File: config.mk
export PLATFORM = sky130hd
export DESIGN_NAME = memory_ctrl
export DESIGN_NICKNAME = d
export VERILOG_FILES = /design/src/rtl/memory_ctrl.sv
export SDC_FILE = /design/constraint.sdc
export NUM_CORES = 1
export LEC_CHECK = 0
export ABC_AREA = 1
export CELL_PAD_IN_SITES_DETAIL_PLACEMENT = 1
export CELL_PAD_IN_SITES_GLOBAL_PLACEMENT = 1
export CORE_AREA = 2 2 158 160
export CTS_BUF_LIST = sky130_fd_sc_hd__clkbuf_8
export DETAILED_ROUTE_END_ITERATION = 12
export DIE_AREA = 0 0 160 162
export PLACE_DENSITY = 0.92
export SETUP_SLACK_MARGIN = 0.1
export SLEW_MARGIN = 30
export SYNTH_ARGS = -nofsm -noshare
export SYNTH_HDL_FRONTEND = slang
export SYNTH_SLANG_ARGS = --single-unit
File: constraint.sdc
create_clock -name clk_sys -period 3 [get_ports clk_sys]
set_input_delay 0.45 -clock clk_sys [delete_from_list [all_inputs] [get_ports clk_sys]]
set_output_delay 0.45 -clock clk_sys [all_outputs]
set_load 0.01 [all_outputs]
File: src/rtl/memory_ctrl.sv
// memory_ctrl
//   Arbitrates the CPU instruction bus (iBus) and data bus (dBus) onto three
//   memory regions selected by address[31:28]:
//     0x0 boot ROM   (synchronous, one-cycle read latency)
//     0x1 IO space   (single-cycle write strobe, combinational read data)
//     0x4 SDRAM      (16-bit controller, each 32-bit access split in halves)
//   Any other region is unmapped: reads return 0, writes are dropped.
//   dBus has priority when both buses request in the same IDLE cycle.
//
// Ports
//   clk_sys, reset_n            system clock, synchronous active-low reset
//   cpu_dBus_cmd_* / rsp_*      data bus command (read/write) and read response
//   cpu_iBus_cmd_* / rsp_*      instruction bus command (read only) and response
//   sdram_*                     16-bit SDRAM controller request/ack handshake
//   addr_o, bootrom_data_i      boot ROM address and registered read data
//   io_*                        IO write strobe, address, write and read data
module memory_ctrl (
  input  logic        clk_sys,
  input  logic        reset_n,

  input  logic        cpu_dBus_cmd_valid,
  output logic        cpu_dBus_cmd_ready,
  input  logic        cpu_dBus_cmd_payload_wr,
  input  logic [31:0] cpu_dBus_cmd_payload_address,
  input  logic [31:0] cpu_dBus_cmd_payload_data,
  input  logic [3:0]  cpu_dBus_cmd_payload_mask,
  input  logic [2:0]  cpu_dBus_cmd_payload_size,
  output logic        cpu_dBus_rsp_valid,
  output logic [31:0] cpu_dBus_rsp_payload_data,

  input  logic        cpu_iBus_cmd_valid,
  output logic        cpu_iBus_cmd_ready,
  input  logic [31:0] cpu_iBus_cmd_payload_address,
  input  logic [2:0]  cpu_iBus_cmd_payload_size,
  output logic        cpu_iBus_rsp_valid,
  output logic [31:0] cpu_iBus_rsp_payload_data,

  output logic        sdram_rd,
  output logic        sdram_wr,
  input  logic        sdram_rdy,
  input  logic        sdram_ack,
  output logic [23:0] sdram_addr_x16,
  output logic [15:0] sdram_wdata,
  input  logic [15:0] sdram_rdata,
  output logic [1:0]  sdram_wmask,

  output logic [31:0] addr_o,
  input  logic [31:0] bootrom_data_i,
  output logic        io_write_valid_o,
  output logic [31:0] io_addr_o,
  input  logic [31:0] io_rdata_i,
  output logic [31:0] io_wdata_o
);

  typedef enum logic [2:0] {
    IDLE, ROM_WAIT, IO_WAIT, SD_REQ_LO, SD_WAIT_LO, SD_REQ_HI, SD_WAIT_HI, RESP
  } state_t;

  typedef enum logic [1:0] {REG_ROM, REG_IO, REG_SD, REG_NONE} region_t;

  state_t      state, state_nxt;
  region_t     region_q, cmd_region;
  logic [31:0] addr_q, data_q, cmd_addr, resp_data;
  logic [3:0]  mask_q;
  logic        wr_q, src_ibus_q, cmd_wr;
  logic        accept_d, accept_i, accept;
  logic        sd_issue, sd_hi, resp_on;

  // Transfer size is implied by the mask; the size fields carry no information.
  logic unused_size;
  assign unused_size = ^{cpu_dBus_cmd_payload_size, cpu_iBus_cmd_payload_size};

  // Readiness is combinational on valid so a request is taken in the same
  // cycle it appears; dBus wins a tie. Gated by reset_n so nothing is
  // accepted while reset is held.
  always_comb begin
    accept_d = reset_n && (state == IDLE) && cpu_dBus_cmd_valid;
    accept_i = reset_n && (state == IDLE) && !cpu_dBus_cmd_valid && cpu_iBus_cmd_valid;
    accept   = accept_d || accept_i;
    cmd_addr = accept_d ? cpu_dBus_cmd_payload_address : cpu_iBus_cmd_payload_address;
    cmd_wr   = accept_d && cpu_dBus_cmd_payload_wr;
    case (cmd_addr[31:28])
      4'h0:    cmd_region = REG_ROM;
      4'h1:    cmd_region = REG_IO;
      4'h4:    cmd_region = REG_SD;
      default: cmd_region = REG_NONE;
    endcase
  end

  assign cpu_dBus_cmd_ready = accept_d;
  assign cpu_iBus_cmd_ready = accept_i;

  always_ff @(posedge clk_sys) begin
    if (!reset_n) state <= IDLE;
    else          state <= state_nxt;
  end

  // ROM and unmapped reads share ROM_WAIT: both need exactly one idle cycle
  // before the response. Writes to ROM or unmapped space are dropped in IDLE.
  always_comb begin
    state_nxt = state;
    sd_issue  = 1'b0;
    case (state)
      IDLE: begin
        if (accept) begin
          case (cmd_region)
            REG_IO:  state_nxt = IO_WAIT;
            REG_SD:  state_nxt = SD_REQ_LO;
            default: state_nxt = cmd_wr ? IDLE : ROM_WAIT;
          endcase
        end
      end
      ROM_WAIT: state_nxt = RESP;
      IO_WAIT:  state_nxt = wr_q ? IDLE : RESP;
      SD_REQ_LO: begin
        if (sdram_rdy) begin
          sd_issue  = 1'b1;
          state_nxt = SD_WAIT_LO;
        end
      end
      SD_WAIT_LO: if (sdram_ack) state_nxt = SD_REQ_HI;
      SD_REQ_HI: begin
        if (sdram_rdy) begin
          sd_issue  = 1'b1;
          state_nxt = SD_WAIT_HI;
        end
      end
      SD_WAIT_HI: if (sdram_ack) state_nxt = wr_q ? IDLE : RESP;
      RESP:       state_nxt = IDLE;
      default:    state_nxt = IDLE;
    endcase
  end

  // The data register doubles as the SDRAM read assembly buffer: each ack of
  // a read fills the half currently being fetched.
  always_ff @(posedge clk_sys) begin
    if (!reset_n) begin
      addr_q     <= '0;
      data_q     <= '0;
      mask_q     <= '0;
      wr_q       <= 1'b0;
      src_ibus_q <= 1'b0;
      region_q   <= REG_NONE;
    end else if (accept) begin
      addr_q     <= cmd_addr;
      data_q     <= accept_d ? cpu_dBus_cmd_payload_data : '0;
      mask_q     <= accept_d ? cpu_dBus_cmd_payload_mask : '0;
      wr_q       <= cmd_wr;
      src_ibus_q <= accept_i;
      region_q   <= cmd_region;
    end else if (!wr_q && sdram_ack) begin
      if (state == SD_WAIT_LO)      data_q[15:0]  <= sdram_rdata;
      else if (state == SD_WAIT_HI) data_q[31:16] <= sdram_rdata;
    end
  end

  assign sd_hi = (state == SD_REQ_HI) || (state == SD_WAIT_HI);

  // Every output is forced to zero while reset_n is low, independent of the
  // register contents before the first reset edge.
  assign sdram_rd       = reset_n && sd_issue && !wr_q;
  assign sdram_wr       = reset_n && sd_issue && wr_q;
  assign sdram_addr_x16 = reset_n ? {addr_q[24:2], sd_hi} : '0;
  assign sdram_wdata    = !reset_n ? '0 : (sd_hi ? data_q[31:16] : data_q[15:0]);
  assign sdram_wmask    = !reset_n ? '0 : (sd_hi ? mask_q[3:2] : mask_q[1:0]);

  assign addr_o           = reset_n ? addr_q : '0;
  assign io_addr_o        = reset_n ? addr_q : '0;
  assign io_wdata_o       = reset_n ? data_q : '0;
  assign io_write_valid_o = reset_n && (state == IO_WAIT) && wr_q;

  // ROM and IO data are taken live in RESP: the ROM output is valid one cycle
  // after addr_o settled, and IO read data follows io_addr_o.
  always_comb begin
    resp_on = reset_n && (state == RESP);
    case (region_q)
      REG_ROM: resp_data = bootrom_data_i;
      REG_IO:  resp_data = io_rdata_i;
      REG_SD:  resp_data = data_q;
      default: resp_data = '0;
    endcase
  end

  assign cpu_dBus_rsp_valid        = resp_on && !src_ibus_q;
  assign cpu_iBus_rsp_valid        = resp_on && src_ibus_q;
  assign cpu_dBus_rsp_payload_data = resp_on ? resp_data : '0;
  assign cpu_iBus_rsp_payload_data = resp_on ? resp_data : '0;

endmodule

==> results of run 1 <==
-- repair_timing --
action / 4_1_cts / 5_1_grt
endpoints found under the setup margin: 36 / 21
setup buffers: 3 / 0
endpoints found under the hold margin: 0 / 0
pin swaps: 2 / 0
resized for setup: 4 / 14
-- worst min-delay path, cell delays in order --
cell,delay [ns]
buf_4,0.17
o21ai_0,0.09
a21oi_1,0.04
-- how the worst min path moves through the flow --
| stage | cells after the start | start | slack [ns] | to |
|---|---|---|---|---|
| after floorplan | 2 | mask_q[0] | 0.44 | mask_q[0] |
| after global placement | 2 | mask_q[0] | 0.44 | mask_q[0] |
| after detailed placement | 2 | mask_q[0] | 0.45 | mask_q[0] |
| after CTS | 3 | reset_n | 0.41 | addr_q[31] |
| after global routing | 3 | reset_n | 0.42 | state[2] |
| final | 3 | reset_n | 0.44 | state[2] |
-- state kept, by name (all words and copies together) (netlist names) --
signal,cells
addr_q,32
data_q,32
mask_q,4
region_q,2
src_ibus_q,1
state,3
wr_q,1
-- final cells by class --
cell class                 instances  area (um2)
timing repair buffer             416        4200
tap                              324         405
clock inverter                     7        47.5
sequential                        75        1510
clock buffer                       9         124
inverter                         122         458
multi-input combinational        547        2550
fill                            3091       14800
-- power groups by stage --
stage / logic [mW] / registers (mW) / clock network (mW)
after detailed placement: 2.96 / 1.64 / 0
after CTS: 3.00 / 1.62 / 0.773
final: 2.96 / 1.62 / 0.737
after global routing: 3.23 / 1.67 / 0.814
after global placement: 2.86 / 1.62 / 0
after floorplan: 1.68 / 1.53 / 0
-- layer usage --
layer  share of wire [%]  track usage, %  wire length [um]
met2                  53            39.5             14300
met3                 6.7            4.75              1810
met1                  39            21.4             10400
met4                 1.8            5.69               486
met5                   0               0                 0
-- stage by stage --
stage | worst slack (ns) | instances | total power, mW | utilization (%) | hold WS [ns]
2_1_floorplan | 1.09 | 882 | 3.21 | - | 0.437
3_5_place_dp | 0.272 | 1481 | 4.61 | 37.4 | 0.449
5_1_grt | 0.0843 | 1500 | 5.72 | 38.5 | 0.419
4_1_cts | 0.104 | 1500 | 5.40 | 38.4 | 0.410
6_report | 0.185 | 1500 | 5.32 | 38.5 | 0.440
3_3_place_gp | 0.363 | 1481 | 4.49 | 37.4 | 0.445
-- cell families after synthesis --
group	after synthesis
simple gates	382
buf+inv	260
compound gates	163
flops	75
fa+ha+maj	2
-- cells in the final DEF (no fill, tap or decap), drive strengths merged, types with 2 or more instances in the layout --
cell,synthesis,routed
inv,122,124
ha,2,2
nand4,2,2
dfxtp,75,75
a21oi,12,12
buf,116,22
dlymetal6s2s,0,10
nor3,4,4
clkbuf,22,9
a31oi,33,33
clkdlybuf4s50,0,384
o22ai,28,28
clkinv,0,2
nand2,282,282
nand3,38,38
clkinvlp,0,3
o21ai,73,73
nor2,55,55
o22a,15,15
==> impl_metrics.toml, run 1 <==
[routing]
dr.first_iter.drc_count = 266
drc = 0
wl_per_cell_um = 18.0
routed_wirelength_mm = 27.0
vias_per_cell = 4.55
antenna_left = 0
vias = 6821
dr.pass1.iters = 4

[timing]
tns_ns = 0
slew_headroom_pct = 54.4
rsz0062_at_grt = "true"
fmax_mhz = 355
report.final.slew_viol_count = 0
tightest_slew_ns = 0.681
finClkSkew_ns = 0.0222
setup_violations = 0
min_period_over_period_pct = 93.8
hold_viol = 0
fin_crit_ns = 2.81

[global_routing]
grt_overflow = 0
grt_antenna_before_repair = 0
grt_pass1_vias = 7239
grt.total_usage_pct = 20.2
grt_pass1_wl_mm = 40.5
grt_max_degree = 70

[synth]
yosysTopAreaCell = "dfxtp_1"
yosysWarnings = 0
synth_area_per_cell_um2 = 6.12
synth_compound_area_share_pct = 17.7
synth-edff-count = 0
synth_fp_nets = 1077
netlist_top_cells_count = "278 x nand2_1, 116 x inv_1, 96 x buf_4"
async_reset_ff_share_pct = 0
ys_ff_latch = 75
synth-main-ff-cell = "dfxtp_1"
ys_seq_area_share_pct = 27.8
synth_fa_ha_area_share_pct = 0.464
synth_mux_area_share_pct = 0
synth_top_family_by_area = "simple AND/OR/NAND/NOR gates"
synth-xor-area-share_pct = 0
syn_inst = 882
synth_area_leaders = "dfxtp_1 28%, nand2_1 19%, buf_4 13%"
syn-cell-area_um2 = 5400
netlist.area_leader.share_pct = 27.8
synth_most_common_cell = "nand2_1"
synth_cell_types = 30
yosys.area_share.simple_pct = 28.8

[power]
clkPwrFrac_pct = 13.9
powerDensity_nw_per_um2 = 572
comb_power_share_pct = 55.6
power_switching_mw = 2.30
p_leak_nw = 4.40
p_sw_share_pct = 43.3
power.internal_mw = 3.02
vdd.ir_drop.worst_mv = 0.267
pwr-share-seq_pct = 30.5

[layout]
num-nets-final = 1366
area_delta_synth_final_pct = 72.2
final_layout_size_suffix_gt1_share_pct = 5.10
final_area_um2 = 9290
num_antenna_cells = 0

[clock_tree]
cts_buffer_depth = 2
numCtsBuffers = 9
clock-sinks = 75
htreeDepth = 3
clk_latency_ns = 0.37
ctsHoldBuffers = 0
root_buffer = "clkbuf_8"
clk_pin_slew_ns = 0.09
cts_tree = "done"

[setup_path]
crit_chain = "inv_1, nor2_2, buf_4, nand2_1, nand3_1, nand2_1, inv_1, clkdlybuf4s50_1"
start_kind = "register"
endpoint = "cpu_dBus_rsp_payload_data[23]"
reg2reg_setup_slack_ns = 0.76
critPathKind = "reg2out"
setup.worst_path.start = "region_q[0]"
path_depth = 8
crit_family = "buffers and inverters"
cp_max_fo = 32
crit_path_max_incr_delay_ns = 0.55
worstPathRequired_ns = 2.55
ff2ff_path_depth = 12
r2r-start = "state[0]"
crit_arrival_ns = 2.36
slowest_stage = "clkdlybuf4s50_1"
path_buf_inv = 4
regToRegEndpoint = "state[0]"
crit_path_end_kind = "output port"

[floorplan]
start_util_pct = 22.4
num_rows = 57
die_h_um = 162
die_x_um = 160
io_pins = 402
core-area_um2 = 24100
dieArea_um2 = 25900

[run]
maxCapViolations = 0

[placed_design]
placed_area_um2 = 9020
place_congestion = 0.898
dpl.hpwl_mm = 21.7
port_buffers = 395

[hold_path]
hp-class = "in2reg"

[run_status]
status = "finished clean"
Note: power is estimated with default switching activity, not from simulation.
==> inputs of run 2 (changes only) <==
--- a/config.mk
+++ b/config.mk
@@ -12,6 +12,7 @@
 export CTS_BUF_LIST = sky130_fd_sc_hd__clkbuf_8
 export DETAILED_ROUTE_END_ITERATION = 12
 export DIE_AREA = 0 0 160 162
+export MAX_ROUTING_LAYER = met4
 export PLACE_DENSITY = 0.92
 export SETUP_SLACK_MARGIN = 0.1
 export SLEW_MARGIN = 30
==> run 2 against run 1 <==
Net effect:
- register-to-register slack about the same
- core utilization unchanged
- sequential share of layout area unchanged
- setup slack better by 0.0045 ns
- final area unchanged
- first-iteration DRC count down 3.0%
- hold slack about the same
- clock skew about the same
- die area unchanged
- clock-buffer cell count unchanged
- largest cell class unchanged
==> impl_metrics.toml, run 2 (synthesis results as in run 1) <==
[layout]
fin_cells = 1500
reg.largest.list = "addr_q (32), data_q (32), mask_q (4)"
ff_latch_area_um2 = 1510
num_antenna_cells = 0
final_layout_size_suffix_gt1_share_pct = 5.10
multi_input_area_um2 = 2550
layout_common_cells = "384 x clkdlybuf4s50_1, 278 x nand2_1, 118 x inv_1"
final_area_um2 = 9290
num-nets-final = 1366
layout_commonest_cell = "clkdlybuf4s50_1"
area_delta_synth_final_pct = 72.2
fillCellCount = 3091

[floorplan]
num_rows = 57
io_pins = 402
dieArea_um2 = 25900
start_util_pct = 22.4
die_h_um = 162
core-area_um2 = 24100
die_x_um = 160

[setup_path]
crit_arrival_ns = 2.36
critPathKind = "reg2out"
crit_chain = "inv_1, nor2_2, buf_4, nand2_1, nand3_1, nand2_1, inv_1, clkdlybuf4s50_1"
start_kind = "register"
ff2ff_path_depth = 12
crit_path_end_kind = "output port"
slowest_stage = "clkdlybuf4s50_1"
cp_max_fo = 32
crit_path_max_incr_delay_ns = 0.55
worstPathRequired_ns = 2.55

[run_status]
status = "finished clean"

[placed_design]
place_congestion = 0.914
placed_area_um2 = 9020
dp.cells = 1481
dpl.hpwl_mm = 21.7
detailedPlace.worstSlack_ns = 0.272
port_buffers = 395

[hold_path]
hold_path_depth = 3
hp-class = "in2reg"

[timing]
hold_slack_ns = 0.440
hold_viol = 0
report.final.slew_viol_count = 0
setup_violations = 0
fin_crit_ns = 2.81
min_period_over_period_pct = 93.7
fmax_mhz = 356
finClkSkew_ns = 0.0222
tightest_slew_ns = 0.694
tns_ns = 0
slew_headroom_pct = 53.6
final.setup.worst_slack_ns = 0.190
rsz0062_at_grt = "true"

[global_routing]
grt_pass1_wl_mm = 40.4
grt_antenna_before_repair = 0
grt_max_degree = 70
grt_pass1_vias = 7248
grt_overflow = 0
grt.total_usage_pct = 20.7

[clock_tree]
numCtsBuffers = 9
cts_buffer_depth = 2
htreeDepth = 3
clk_latency_ns = 0.37
cts_tree = "done"
clock-sinks = 75
root_buffer = "clkbuf_8"
ctsHoldBuffers = 0
clk_pin_slew_ns = 0.09

[routing]
dr.first_iter.drc_count = 258
routed_wirelength_mm = 27.0
vias = 6815
dr.pass1.iters = 4
antenna_left = 0
drc = 0
vias_per_cell = 4.54
wl_per_cell_um = 18.0

[power]
p_leak_nw = 4.40
powerDensity_nw_per_um2 = 572
vdd.ir_drop.worst_mv = 0.267

[run]
maxCapViolations = 0
run 2: cell counts in the layout (fill, tap and decap cells not counted):
No cell type changed its count.
run 2: layer usage:
metal / wire (um) / part of all wire, % / track usage [%] / vias to the layer above
met3: 1620 / 6.0 / 3.75 / 31
met4: 490 / 1.8 / 5.69 / 0
met5: 0 / 0 / - / -
met1: 10500 / 39 / 21.9 / 3218
li1: - / - / - / 3276
met2: 14300 / 53 / 39.6 / 290
run 2: timing repair:
item                                    CTS  global route
endpoints found under the setup margin   36            21
endpoints found under the hold margin     0             0
gates resized for setup                   4            14
buffers inserted                          3             0
pin swaps                                 2             0
run 2: cell type report:
| cell class | instances | area share, % |
|---|---|---|
| repair buffers | 416 | 45.2 |
| multi-input cells | 547 | 27.5 |
| flip-flops and latches | 75 | 16.2 |
| inverters | 122 | 4.93 |
| well taps | 324 | 4.36 |
| clock buffers | 9 | 1.33 |
| clock inverters | 7 | 0.512 |
run 2: final timing paths:
check               from  slack [ns]                            end
max          region_q[0]        0.19  cpu_dBus_rsp_payload_data[23]
min              reset_n        0.44                       state[2]
max reg2reg     state[0]        0.76                       state[0]
min reg2reg    mask_q[0]        0.46                      mask_q[0]
run 2: where the power goes:
group / total, mW / switching, mW / internal [mW]
Combinational: 2.96 / 1.59 / 1.36
Clock: 0.735 / 0.437 / 0.298
Sequential: 1.63 / 0.267 / 1.36
run 2: per-stage QoR:
stage | power [mW] | utilization (%)
after global routing | 5.72 | 38.5
after floorplan | 3.21 | -
after CTS | 5.40 | 38.4
after global placement | 4.49 | 37.4
after detailed placement | 4.61 | 37.4
final | 5.32 | 38.5
run 2: critical path, delay by kind of cell, from the launching register on:
kind                   cells  cell delay [ns]
buffers and inverters      4             1.12
flip-flops                 1             0.45
AND/OR/NAND/NOR            4             0.40
==> variant: new RTL, flow settings as in run 2 <==
Re-encode `region_t` (4 values) as one-hot, 4 bits wide.
--- a/src/rtl/memory_ctrl.sv
+++ b/src/rtl/memory_ctrl.sv
@@ -58,3 +58,3 @@
 
-  typedef enum logic [1:0] {REG_ROM, REG_IO, REG_SD, REG_NONE} region_t;
+  typedef enum logic [3:0] {REG_ROM = 4'b0001, REG_IO = 4'b0010, REG_SD = 4'b0100, REG_NONE = 4'b1000} region_t;
 
Function: no difference found for any inputs over 4 cycles, from zero or initial values and one cycle with reset_n low; so few cycles prove little.
==> variant against run 2 <==
Sequential cell count is 2 higher; die area unchanged; final area increased by 1.5%; largest power group unchanged; synthesized area is 0.65% higher; highest routed layer unchanged; total power is 2.3% lower; count of clock-buffer cells in the layout grew 1; combinational power down 8.8%; setup slack worse by 0.0015 ns; cell count is 0.80% higher; utilization grew 0.60 points; routed wire length is 1.1% higher; critical endpoint is now cpu_dBus_rsp_payload_data[3].
==> variant: results (changes against run 2) <==
[metrics] number of antenna violations at the first check in global routing: 2 (was 0)
[metrics] path class of the lowest-slack min-delay path: reg -> reg (was in -> reg)
[metrics] status: finished clean (unchanged)
[metrics] number of buffers inserted to repair setup after CTS: 2 (was 3)
[metrics] Crit Reg-Reg Endpoint: data_q[7] (was state[0])
[metrics] leading post-synthesis cells by cell area: sky130_fd_sc_hd__dfxtp_1 28%, sky130_fd_sc_hd__nand2_1 20%, sky130_fd_sc_hd__buf_4 12% (was sky130_fd_sc_hd__dfxtp_1 28%, sky130_fd_sc_hd__nand2_1 19%, sky130_fd_sc_hd__buf_4 13%)
[metrics] Syn Area/Cell: 6.13 um^2 (was 6.12 um^2)
[metrics] wire length on met3: 1680 um (was 1620 um)
[metrics] vias per inst: 4.63 (was 4.54)
[metrics] Max IR drop VDD: 0.000283 V (was 0.000267 V)
[metrics] post-layout instance count excluding filler cells: 1512 (was 1500)
[metrics] clock skew after layout: 0.0182 ns (was 0.0222 ns)
[metrics] routability-driven placement congestion ratio: 0.874 (was 0.914)
[metrics] M1 WL: 10400 um (was 10500 um)
[metrics] termination of the worst setup path: cpu_dBus_rsp_payload_data[3] (was cpu_dBus_rsp_payload_data[23])
[metrics] post-detail-place hpwl: 21900 um (was 21700 um)
[metrics] Pre-Repair DR Iteration Count: 5 (was 4)
[metrics] worst reg-to-reg path cell count: 10 (was 12)
[metrics] startpoint of the lowest-slack hold path: mask_q[0] (was reset_n)
[metrics] FF-to-FF setup slack: 0.72 ns (was 0.76 ns)
[metrics] arithmetic-cell share of the synthesized area counting full adders, half adders and majority gates: 0% (was 0.464%)
[metrics] largest fanout on the critical path: 33 (was 32)
[metrics] post-cts sizing count: 12 (was 4)
[metrics] end point of the worst hold path: mask_q[0] (was state[2])
[metrics] global-route wire length before repair: 40900 um (was 40400 um)
[metrics] fin nets: 1374 (was 1366)
[metrics] leakage power total: 4.35 nW (was 4.40 nW)
[metrics] maximum number of pins on one net before global-route repair: 112 (was 70)
[metrics] sequential element share of the synthesized area: 28.4% (was 27.8%)
variant: per-layer routing:
metal / vias up / track usage (%)
met1: 3301 / 22.1
met2: 333 / 38.2
met3: 59 / 3.80
met5: - / -
li1: 3314 / -
met4: 0 / 8.64
variant: power by group:
group | internal, W | switching [W] | total, W
Combinational | 0.00129 | 0.00141 | 0.00270
Sequential | 0.00138 | 0.000248 | 0.00162
Clock | 0.000412 | 0.000459 | 0.000871
Total | 0.00308 | 0.00211 | 0.00520
variant: per-stage QoR:
stage / util [%] / setup slack, ns / instance area, um^2 / hold slack (ns)
after detailed placement: 37.7 / 0.213 / 9100 / 0.465
final: 39.1 / 0.188 / 9440 / 0.480
after global routing: 39.1 / 0.0172 / 9440 / 0.499
after floorplan: - / 0.972 / 5430 / 0.437
after CTS: 38.8 / 0.0641 / 9360 / 0.481
after global placement: 37.7 / 0.283 / 9100 / 0.446
variant: cell type report:
class	count	area (um^2)
fill	3069	14700
timing repair buffer	423	4250
multi-input combinational	553	2580
sequential	77	1550
inverter	117	439
tap	324	405
clock buffer	10	138
clock inverter	6	70.1
antenna	2	5.00
variant: critical path, cell delays in order, from the launching register on:
cell and delay [ns]:
sky130_fd_sc_hd__dfxtp_1 0.34, sky130_fd_sc_hd__or2_2 0.35, sky130_fd_sc_hd__nor3_4 0.17, sky130_fd_sc_hd__buf_12 0.22
sky130_fd_sc_hd__o31ai_1 0.14, sky130_fd_sc_hd__a31oi_1 0.20, sky130_fd_sc_hd__clkdlybuf4s50_1 0.57
variant: logic make-up (layout without fill, tap and decap cells):
group                  count (synthesis)  count (layout)
buffers and inverters                256             556
other                                  0               2
and+or+nand+nor                      390             390
DFF                                   77              77
AOI/OAI and AO/OA                    163             163
